<file path="src/rtl/ps2_pkg.sv">
`default_nettype none
// ============================================================================
// Module   : ps2_pkg
// Brief    : Shared constants, state encoding and parity helper for the PS/2
//            keyboard receive path.
// Revision : 1.0
// ============================================================================
package ps2_pkg;

    localparam logic [7:0] PS2_BREAK_CODE = 8'hF0;
    localparam logic [7:0] PS2_EXT_CODE   = 8'hE0;
    localparam int         PS2_FRAME_LEN  = 11;

    typedef logic [1:0] ps2_state_t;

    localparam ps2_state_t ST_IDLE   = 2'd0;
    localparam ps2_state_t ST_DATA   = 2'd1;
    localparam ps2_state_t ST_PARITY = 2'd2;
    localparam ps2_state_t ST_STOP   = 2'd3;

    // Odd parity holds when data plus parity bit carry an odd number of ones.
    function automatic logic odd_parity_ok(input logic [7:0] data, input logic par);
        return ^{data, par};
    endfunction

endpackage
`default_nettype wire

</file>
<file path="src/rtl/ps2_frame_rx.sv">
`default_nettype none
// ============================================================================
// Module   : ps2_frame_rx
// Brief    : Synchronises the raw PS/2 lines and deframes 11-bit frames into
//            bytes. Define PS2_PARITY_CHECK_EN to reject bad-parity frames.
// Revision : 1.0
// ============================================================================
module ps2_frame_rx
    import ps2_pkg::*;
#(
    parameter int SYNC_STAGES    = 2,
    parameter int TIMEOUT_CYCLES = 20000
) (
    input  logic       clk,
    input  logic       rst,
    input  logic       ps2_clk,
    input  logic       ps2_data,
    output logic       byte_valid,
    output logic [7:0] byte_data,
    output logic       byte_err,
    output logic       busy
);

    localparam int                c_TO_W    = $clog2(TIMEOUT_CYCLES + 1);
    localparam logic [c_TO_W-1:0] c_TO_LAST = c_TO_W'(TIMEOUT_CYCLES - 1);
    localparam logic [c_TO_W-1:0] c_TO_ONE  = c_TO_W'(1);

    logic [SYNC_STAGES-1:0] r_clk_sync;
    logic [SYNC_STAGES-1:0] r_data_sync;
    logic                   r_clk_prev;
    logic                   w_fe;
    logic                   w_data;

    ps2_state_t             r_state;
    ps2_state_t             w_state_nxt;
    logic [2:0]             r_bitcnt;
    logic [7:0]             r_shift;
    logic [c_TO_W-1:0]      r_to_cnt;

    logic                   w_timeout;
    logic                   w_stop_fe;
    logic                   w_par_ok;
    logic                   w_frame_ok;

    // Synchronisers idle high so reset does not fabricate a falling edge.
    always_ff @(posedge clk or negedge rst) begin
        if (!rst) begin
            r_clk_sync  <= '1;
            r_data_sync <= '1;
            r_clk_prev  <= 1'b1;
        end else begin
            r_clk_sync  <= {r_clk_sync[SYNC_STAGES-2:0], ps2_clk};
            r_data_sync <= {r_data_sync[SYNC_STAGES-2:0], ps2_data};
            r_clk_prev  <= r_clk_sync[SYNC_STAGES-1];
        end
    end

    assign w_fe      = r_clk_prev & ~r_clk_sync[SYNC_STAGES-1];
    assign w_data    = r_data_sync[SYNC_STAGES-1];
    assign w_timeout = (r_state != ST_IDLE) && !w_fe && (r_to_cnt == c_TO_LAST);

    always_ff @(posedge clk or negedge rst) begin
        if (!rst) begin
            r_state <= ST_IDLE;
        end else begin
            r_state <= w_state_nxt;
        end
    end

    always_comb begin
        w_state_nxt = r_state;
        case (r_state)
            ST_IDLE:   if (w_fe && !w_data)          w_state_nxt = ST_DATA;
            ST_DATA:   if (w_fe && r_bitcnt == 3'd7) w_state_nxt = ST_PARITY;
            ST_PARITY: if (w_fe)                     w_state_nxt = ST_STOP;
            ST_STOP:   if (w_fe)                     w_state_nxt = ST_IDLE;
            default:                                 w_state_nxt = ST_IDLE;
        endcase
        if (w_timeout) begin
            w_state_nxt = ST_IDLE;
        end
    end

    always_ff @(posedge clk or negedge rst) begin
        if (!rst) begin
            r_bitcnt <= 3'd0;
            r_shift  <= 8'd0;
            r_to_cnt <= '0;
        end else begin
            if (r_state == ST_IDLE || w_fe) begin
                r_to_cnt <= '0;
            end else begin
                r_to_cnt <= r_to_cnt + c_TO_ONE;
            end

            if (r_state == ST_IDLE && w_fe) begin
                r_bitcnt <= 3'd0;
            end else if (r_state == ST_DATA && w_fe) begin
                r_shift  <= {w_data, r_shift[7:1]};
                r_bitcnt <= r_bitcnt + 3'd1;
            end
        end
    end

`ifdef PS2_PARITY_CHECK_EN
    logic r_par;

    always_ff @(posedge clk or negedge rst) begin
        if (!rst) begin
            r_par <= 1'b0;
        end else if (r_state == ST_PARITY && w_fe) begin
            r_par <= w_data;
        end
    end

    assign w_par_ok = odd_parity_ok(r_shift, r_par);
`else
    assign w_par_ok = 1'b1;
`endif

    assign w_stop_fe  = (r_state == ST_STOP) && w_fe;
    assign w_frame_ok = w_data & w_par_ok;

    assign byte_valid = w_stop_fe & w_frame_ok;
    assign byte_err   = (w_stop_fe & ~w_frame_ok) | w_timeout;
    assign byte_data  = r_shift;
    assign busy       = (r_state != ST_IDLE);

endmodule
`default_nettype wire

</file>
<file path="src/rtl/ps2_key_decoder.sv">
`default_nettype none
// ============================================================================
// Module   : ps2_key_decoder
// Brief    : Turns PS/2 scan-code bytes into single-cycle key events with
//            break/extended flags. Honours PS2_PARITY_CHECK_EN via ps2_frame_rx.
// Revision : 1.0
// ============================================================================
module ps2_key_decoder
    import ps2_pkg::*;
#(
    parameter int SYNC_STAGES    = 2,
    parameter int TIMEOUT_CYCLES = 20000
) (
    input  logic       clk,
    input  logic       rst,
    input  logic       ps2_clk,
    input  logic       ps2_data,
    output logic       key_valid,
    output logic [7:0] key_code,
    output logic       key_break,
    output logic       key_ext,
    output logic       frame_err,
    output logic       rx_busy
);

    logic       w_byte_valid;
    logic [7:0] w_byte_data;
    logic       w_byte_err;

    logic       r_brk_pend;
    logic       r_ext_pend;
    logic       r_key_valid;
    logic [7:0] r_key_code;
    logic       r_key_break;
    logic       r_key_ext;
    logic       r_frame_err;

    ps2_frame_rx #(
        .SYNC_STAGES    (SYNC_STAGES),
        .TIMEOUT_CYCLES (TIMEOUT_CYCLES)
    ) u_frame_rx (
        .clk        (clk),
        .rst        (rst),
        .ps2_clk    (ps2_clk),
        .ps2_data   (ps2_data),
        .byte_valid (w_byte_valid),
        .byte_data  (w_byte_data),
        .byte_err   (w_byte_err),
        .busy       (rx_busy)
    );

    // Prefix bytes only arm flags; the next plain byte consumes them.
    always_ff @(posedge clk or negedge rst) begin
        if (!rst) begin
            r_brk_pend  <= 1'b0;
            r_ext_pend  <= 1'b0;
            r_key_valid <= 1'b0;
            r_key_code  <= 8'd0;
            r_key_break <= 1'b0;
            r_key_ext   <= 1'b0;
            r_frame_err <= 1'b0;
        end else begin
            r_key_valid <= 1'b0;
            r_frame_err <= 1'b0;
            if (w_byte_err) begin
                r_frame_err <= 1'b1;
                r_brk_pend  <= 1'b0;
                r_ext_pend  <= 1'b0;
            end else if (w_byte_valid) begin
                if (w_byte_data == PS2_BREAK_CODE) begin
                    r_brk_pend <= 1'b1;
                end else if (w_byte_data == PS2_EXT_CODE) begin
                    r_ext_pend <= 1'b1;
                end else begin
                    r_key_valid <= 1'b1;
                    r_key_code  <= w_byte_data;
                    r_key_break <= r_brk_pend;
                    r_key_ext   <= r_ext_pend;
                    r_brk_pend  <= 1'b0;
                    r_ext_pend  <= 1'b0;
                end
            end
        end
    end

    assign key_valid = r_key_valid;
    assign key_code  = r_key_code;
    assign key_break = r_key_break;
    assign key_ext   = r_key_ext;
    assign frame_err = r_frame_err;

endmodule
`default_nettype wire

</file>
<file path="config.mk">
export PLATFORM = sky130hd
export DESIGN_NAME = ps2_key_decoder
export DESIGN_NICKNAME = d
export VERILOG_FILES = /design/src/rtl/ps2_pkg.sv /design/src/rtl/ps2_frame_rx.sv /design/src/rtl/ps2_key_decoder.sv
export SDC_FILE = /design/constraint.sdc
export NUM_CORES = 1
export LEC_CHECK = 0
export ABC_AREA = 1
export CELL_PAD_IN_SITES_DETAIL_PLACEMENT = 1
export CELL_PAD_IN_SITES_GLOBAL_PLACEMENT = 1
export CORE_ASPECT_RATIO = 1.1
export CORE_MARGIN = 2
export CORE_UTILIZATION = 40
export DETAILED_ROUTE_END_ITERATION = 12
export PLACE_DENSITY = 0.8
export SYNTH_ARGS = -nofsm -noshare
export SYNTH_HDL_FRONTEND = slang
export SYNTH_SLANG_ARGS = --single-unit
export TNS_END_PERCENT = 5
</file>
<file path="constraint.sdc">
create_clock -name clk -period 1.85 [get_ports clk]
set_clock_uncertainty 0.05 [all_clocks]
set_input_delay 0.2775 -clock clk [delete_from_list [all_inputs] [get_ports clk]]
set_output_delay 0.2775 -clock clk [all_outputs]
set_load 0.01 [all_outputs]
</file>
* After elaboration in Yosys (flattened, before gate mapping)
Index checks and enable logic that the tools add are counted.
** Word-level totals
- Bits in latches :: 0
- Flip-flop bits (word level) :: 47
- Memories kept :: 0
- Bits of input ports :: 4
- Bits in writable memories :: 0
- Output and inout bits :: 13
- Word-level logic and storage cells :: 80
- Bits in read-only memories :: 0
** Operators by class
- Div/mod/pow operators :: 0
- Equal/unequal tests :: 13
- Add/sub/neg operators :: 2
- Magnitude comparators :: 0
- Shift-type cells :: 0
- $mul :: 0
- Bitwise gates (word level) :: 10
- Reductions and logical operators :: 19
- Muxes and demuxes :: 22
** Operators by type and width (number)
- 8-bit equality test (second input constant) :: 2
- 15-bit by 1-bit adder with 15-bit output (second input constant) :: 1
- 15-bit equality test (second input constant) :: 1
- 15-bit 2-to-1 mux :: 1
- 1-bit 2-to-1 mux :: 13
- 3-bit by 1-bit != test with 1-bit output (second input constant) :: 4
- 2-bit 2-to-1 mux :: 5
- 2-bit case mux with 4 select lines :: 1
- 4-bit AND reduction :: 2
- 1-bit logical AND :: 7
- 3-bit 2-to-1 mux :: 2
- 1-bit NOT :: 6
- 2-bit AND reduction :: 3
- 2-bit nonzero test :: 3
- 2-bit equality test (second input constant) :: 2
- 3-bit by 1-bit adder with 3-bit output (second input constant) :: 1
- 1-bit AND :: 3
- 3-bit equality test (second input constant) :: 1
- 3-bit by 2-bit != test with 1-bit output (second input constant) :: 1
- 2-bit by 1-bit equality test with 1-bit output (second input constant) :: 1
- 1-bit zero test :: 2
- 2-bit zero test :: 1
- 2-bit by 1-bit != test with 1-bit output (second input constant) :: 1
- 1-bit logical OR :: 1
- 1-bit bitwise OR :: 1

* Logic depth before layout (Yosys ltp)
Gate-level depths: netlist of the first run.
- Depth after elaboration :: 8
- Gate-level depth with buffers :: 10
- Mapped depth without buffers :: 10

* Cells and area by module
From an unflattened synthesis of the first run, not the netlist that was laid out.
** Unflattened totals
- Cell total of the unflattened synthesis :: 252
- Area total of the unflattened synthesis :: 2249.7 µm²
** By module, submodules not included
- ps2_frame_rx :: cells each 174, sequential area each 832.0 µm², instances 1, area each 1596.5 µm²
- ps2_key_decoder :: cells each 78, sequential area each 350.3 µm², instances 1, area each 653.1 µm²

* Worst setup path after synthesis of the first run
No wires, ideal clock.
- Kind :: reg-to-reg
- From :: register u_frame_rx.r_state[0]
- To :: register u_frame_rx.r_state[0]
- Buffers on the path :: 0
- Arrival :: 1321 ps
- Library setup time :: 123 ps
- Slack :: 355 ps
- Data required time :: 1677 ps
- Clock period less this slack :: 1495 ps
- Cell stages (with the launch flop) :: 11
- Path through :: dfrtp_1 inv_1 ha_1 inv_2 nand2_4 nor2_4 nand3_4 nand2_1 nand2_2 nand2_1 o21ai_1
** Between the ends
- Word-level cells in the longest chain between the ends :: 5
- Elaborated cells on any way between the ends :: 14
- Those cells by class :: 7 x eq/ne; 2 x mux; 5 x reduce/logical
** RTL lines
- start, declared :: RTL line ps2_frame_rx.sv:34 : ps2_state_t r_state;
- start signal, assigned :: RTL line ps2_frame_rx.sv:66 : r_state <= w_state_nxt;
- 2-bit nonzero test *
- net rx_busy :: RTL line ps2_key_decoder.sv:23 : output logic rx_busy
- 1-bit logical AND * (2 in series) :: RTL line ps2_frame_rx.sv:60 : assign w_timeout = (r_state != ST_IDLE) && !w_fe && (r_to_cnt == c_TO_LAST);
- 3-bit by 1-bit != test with 1-bit output (no line)
- 4-bit AND reduction (no line)
The timed path passes the listed nets; every way through them passes the cells marked *.
A chain may end at the register's enable or synchronous reset.

* Final worst setup path of the first run
- From :: register u_frame_rx.r_state[0]
- To :: output port rx_busy
** Between the ends
- Word-level cells in the longest chain between the ends :: 1
** RTL lines
- 2-bit nonzero test :: RTL line ps2_frame_rx.sv:127 : assign busy = (r_state != ST_IDLE);
- end, declared :: RTL line ps2_key_decoder.sv:23
No other way between the ends.

==> impl_metrics.py, run 1 <==
metrics = {
    "floorplan": {
        "fp.dieH_um": 82.3,
        "die_area_um2": 6180,
        "pin_count": 17,
        "core_area_um2": 5400,
        "rows": 28,
        "initial_core_util_pct": 41.3,
        "die_x_um": 75.2,
    },
    "min_path": {
        "min_path_cells": 0,
        "min_from": "u_frame_rx.r_data_sync[0]",
        "whs_endpoint": "u_frame_rx.r_data_sync[1]",
        "hold_path_class": "register to register",
    },
    "placement": {
        "place_area_um2": 2480,
        "dpl_worst_slack_ns": 0.148,
        "hpwl_um": 3160,
        "portBuffers": 16,
        "globalplace.congestion": 0.794,
    },
    "logic_synthesis": {
        "yosys_register_bits": 47,
        "synthTopCellsByArea": "dfrtp_1 (47%), nand2_1 (7.9%), dfstp_2 (5.9%), nor2_1 (5.1%), o21ai_0 (4.5%)",
        "synth_edf_count": 0,
        "syn_area_per_cell_um2": 9.28,
        "post-synth-top-count-cell": "nand2_1",
        "synth_ff_type": "dfrtp_1",
        "yosysTopAreaCell": "dfrtp_1",
        "syn_area_um2": 2230,
        "yosysTopAreaCellShare_pct": 47.2,
        "ys_async_sr_fraction_pct": 100,
        "ys_types": 30,
        "synthTopCellsByCount": "nand2_1 (47), dfrtp_1 (42), nor2_1 (30)",
        "yosysSeqAreaShare_pct": 53.1,
        "yosysWarnings": 0,
        "synth_cells": 240,
        "synth.net_count": 251,
    },
    "pwr": {
        "p_leak_nw": 1.20,
        "pwr-share-clk_pct": 20.7,
        "p_sw_mw": 1.09,
        "share_seq_of_total_power_pct": 45.6,
        "power_density_nw_per_um2": 1180,
        "vdd_drop_max_v": 0.000455,
        "p_sw_share_pct": 35.5,
        "p_int_mw": 1.97,
        "p_comb_share_pct": 33.7,
    },
    "routing": {
        "drt_iter0_drc": 47,
        "post_drt_wl_per_cell_um": 12.5,
        "wl_um": 4260,
        "via_count": 1636,
        "antenna_left": 0,
        "dr.pass1.iters": 4,
        "drcViolationCount": 0,
        "via_per_inst": 4.78,
    },
    "timing": {
        "setup_viol": 0,
        "worst_slew_pin_slew_ns": 0.425,
        "setup_ws_ns": 0.176,
        "finalCritPeriodShare_pct": 90.5,
        "final_max_slew_viol_count": 0,
        "hold_viol": 0,
        "max_freq_mhz": 597,
        "rsz0062_at_grt": "false",
        "slew_headroom_pct": 71.6,
        "fin_tns_setup_ns": 0,
        "period_minus_slack_ns": 1.67,
    },
    "clocking": {
        "htree_levels": 2,
        "cts_buffer_depth": 2,
        "cts_tree": "done",
        "clkSinkCount": 47,
        "numCtsBuffers": 5,
        "clk_pin_slew_ns": 0.08,
        "clock-root-buffer": "clkbuf_8",
        "insertion_delay_ns": 0.30,
    },
    "setup_path": {
        "cpPeakStageDelay_ns": 0.39,
        "r2r_start": "u_frame_rx.r_state[0]",
        "start_kind": "register",
        "cp-end-kind": "output port",
        "cp.arrival_ns": 1.35,
        "r2r_end": "key_code[5]",
        "cp_cell_sequence": "inv_1 -> ha_1 -> inv_2 -> dlygate4sd2_1",
        "reg2reg_depth": 8,
        "slowest_stage": "dfrtp_1",
        "worst-path-max-fanout": 4,
        "rrSetupSlack_ns": 0.21,
        "path_class": "register to output port",
        "required_ns": 1.52,
    },
    "layout": {
        "multi_input_area_um2": 921,
        "register_area_um2": 1180,
        "layout-drive-gt1-share_pct": 17.6,
        "antenna_cells": 0,
        "fill_cells": 661,
        "nets": 277,
        "area_delta_synth_final_pct": 16.3,
        "final_area_um2": 2590,
    },
    "grt": {
        "grt_pass1_wl_um": 7940,
        "antenna_found_initial": 0,
        "gr-usage-all-layers_pct": 16.8,
        "grt_max_degree": 20,
        "grt-ovfl-total": 0,
        "grt_pass1_vias": 1789,
    },
    "status": {
        "status": "finished clean",
    },
    "job": {
        "max-cap-violations": 0,
    },
}
==> per-layer routing <==
metal	up-vias	wire (um)	GRT usage, %
li1	821	-	-
met1	786	1860	18.9
met2	23	2220	31.4
met3	6	113	3.28
met4	0	63	5.79
met5	-	0	0
==> area by class of cell <==
type / instances / area share (%)
well taps: 75 / 3.62
clock inverters: 1 / 0.193
inverters: 29 / 4.20
clock buffers: 7 / 3.33
multi-input cells: 162 / 35.5
flip-flops and latches: 47 / 45.6
repair buffers: 21 / 7.48
==> flip-flops by register name, summed over array words and instances (netlist names), 2 cells and up <==
name	count
u_frame_rx.byte_data	8
key_code	8
u_frame_rx.r_bitcnt	3
u_frame_rx.r_state	2
u_frame_rx.r_data_sync	2
u_frame_rx.r_clk_sync	2
u_frame_rx.r_to_cnt	15
==> power groups by stage <==
stage / Clock [mW] / Combinational, mW / Sequential (mW)
final: 0.632 / 1.03 / 1.39
after global routing: 0.689 / 1.18 / 1.43
after CTS: 0.659 / 1.06 / 1.40
after detailed placement: 0 / 1.01 / 1.43
after global placement: 0 / 0.971 / 1.41
after floorplan: 0 / 0.620 / 1.43
==> critical path: cells and delay by family, from the launching register on <==
kind	cells	cell delay, ns
buffers and inverters	3	0.46
adders and majority gates	1	0.21
DFF	1	0.39
==> metrics by stage <==
stage | instances | hold WS [ns] | util (%) | total power [mW]
floorplan | 240 | -0.0681 | - | 2.05
global placement | 331 | 0.132 | 45.9 | 2.38
detailed placement | 331 | 0.134 | 45.9 | 2.44
CTS | 342 | 0.310 | 48.0 | 3.11
global route | 342 | 0.313 | 48.0 | 3.30
finish | 342 | 0.309 | 48.0 | 3.06
==> cells by family (layout without fill, tap and decap cells) <==
| family | Yosys count | after routing | share of synthesized area (%) |
|---|---|---|---|
| buffers and inverters | 31 | 58 | 5.61 |
| adders and majority gates | 7 | 7 | 3.93 |
| and+or+nand+nor | 112 | 112 | 26.4 |
| AOI/OAI and AO/OA | 41 | 41 | 10.2 |
| DFF | 47 | 47 | 53.1 |
| xor gates and xnor gates | 2 | 2 | 0.786 |
==> worst max-delay path by stage <==
stage / to / slack, ns / from / depth (start not counted)
after floorplan: u_frame_rx.r_state[0] / 0.36 / u_frame_rx.r_state[0] / 10
after global placement: rx_busy / 0.21 / u_frame_rx.r_state[0] / 4
after detailed placement: rx_busy / 0.15 / u_frame_rx.r_state[0] / 4
after CTS: rx_busy / 0.17 / u_frame_rx.r_state[0] / 4
after global routing: key_code[5] / 0.07 / u_frame_rx.r_state[0] / 8
final: rx_busy / 0.18 / u_frame_rx.r_state[0] / 4
==> what timing repair did <==
item	4_1_cts	5_1_grt
hold buffers	1	0
buffers inserted	2	0
hold endpoints to repair	7	0
setup endpoints to repair	1	0
resized for setup	1	0
==> layout by cell type (no fill, tap or decap), types with 2 or more instances in the layout <==
cell,synthesis,routed
inv_1,26,26
o21ai_0,20,20
nand3_1,4,4
xor2_1,2,2
nor3_2,2,2
nand2_4,3,3
dfstp_2,5,5
nor3_1,4,4
nor2_2,2,2
clkbuf_8,0,6
buf_4,0,4
dfrtp_1,42,42
nand2_1,47,47
nor2_4,5,5
nand2_2,4,4
ha_1,7,7
nand3_2,3,3
inv_2,2,2
a21oi_2,5,5
o21ai_1,4,4
nand4_1,4,4
clkdlybuf4s50_1,0,14
nor2_1,30,30
a21oi_1,10,10
Power figures use the tool's default switching activity.
==> inputs of run 2 (changes only) <==
HOLD_SLACK_MARGIN = 0.1   (was unset)
==> results of run 2 <==
Same layout as run 1: the final DEF is identical, and so are final timing and power.
==> inputs of run 3 (changes only) <==
ABC_CLOCK_PERIOD_IN_PS = 1850   (was unset)
CTS_CLUSTER_DIAMETER = 50   (was unset)
==> results of run 3 <==
Same layout as run 1: the final DEF is identical, and so are final timing and power.
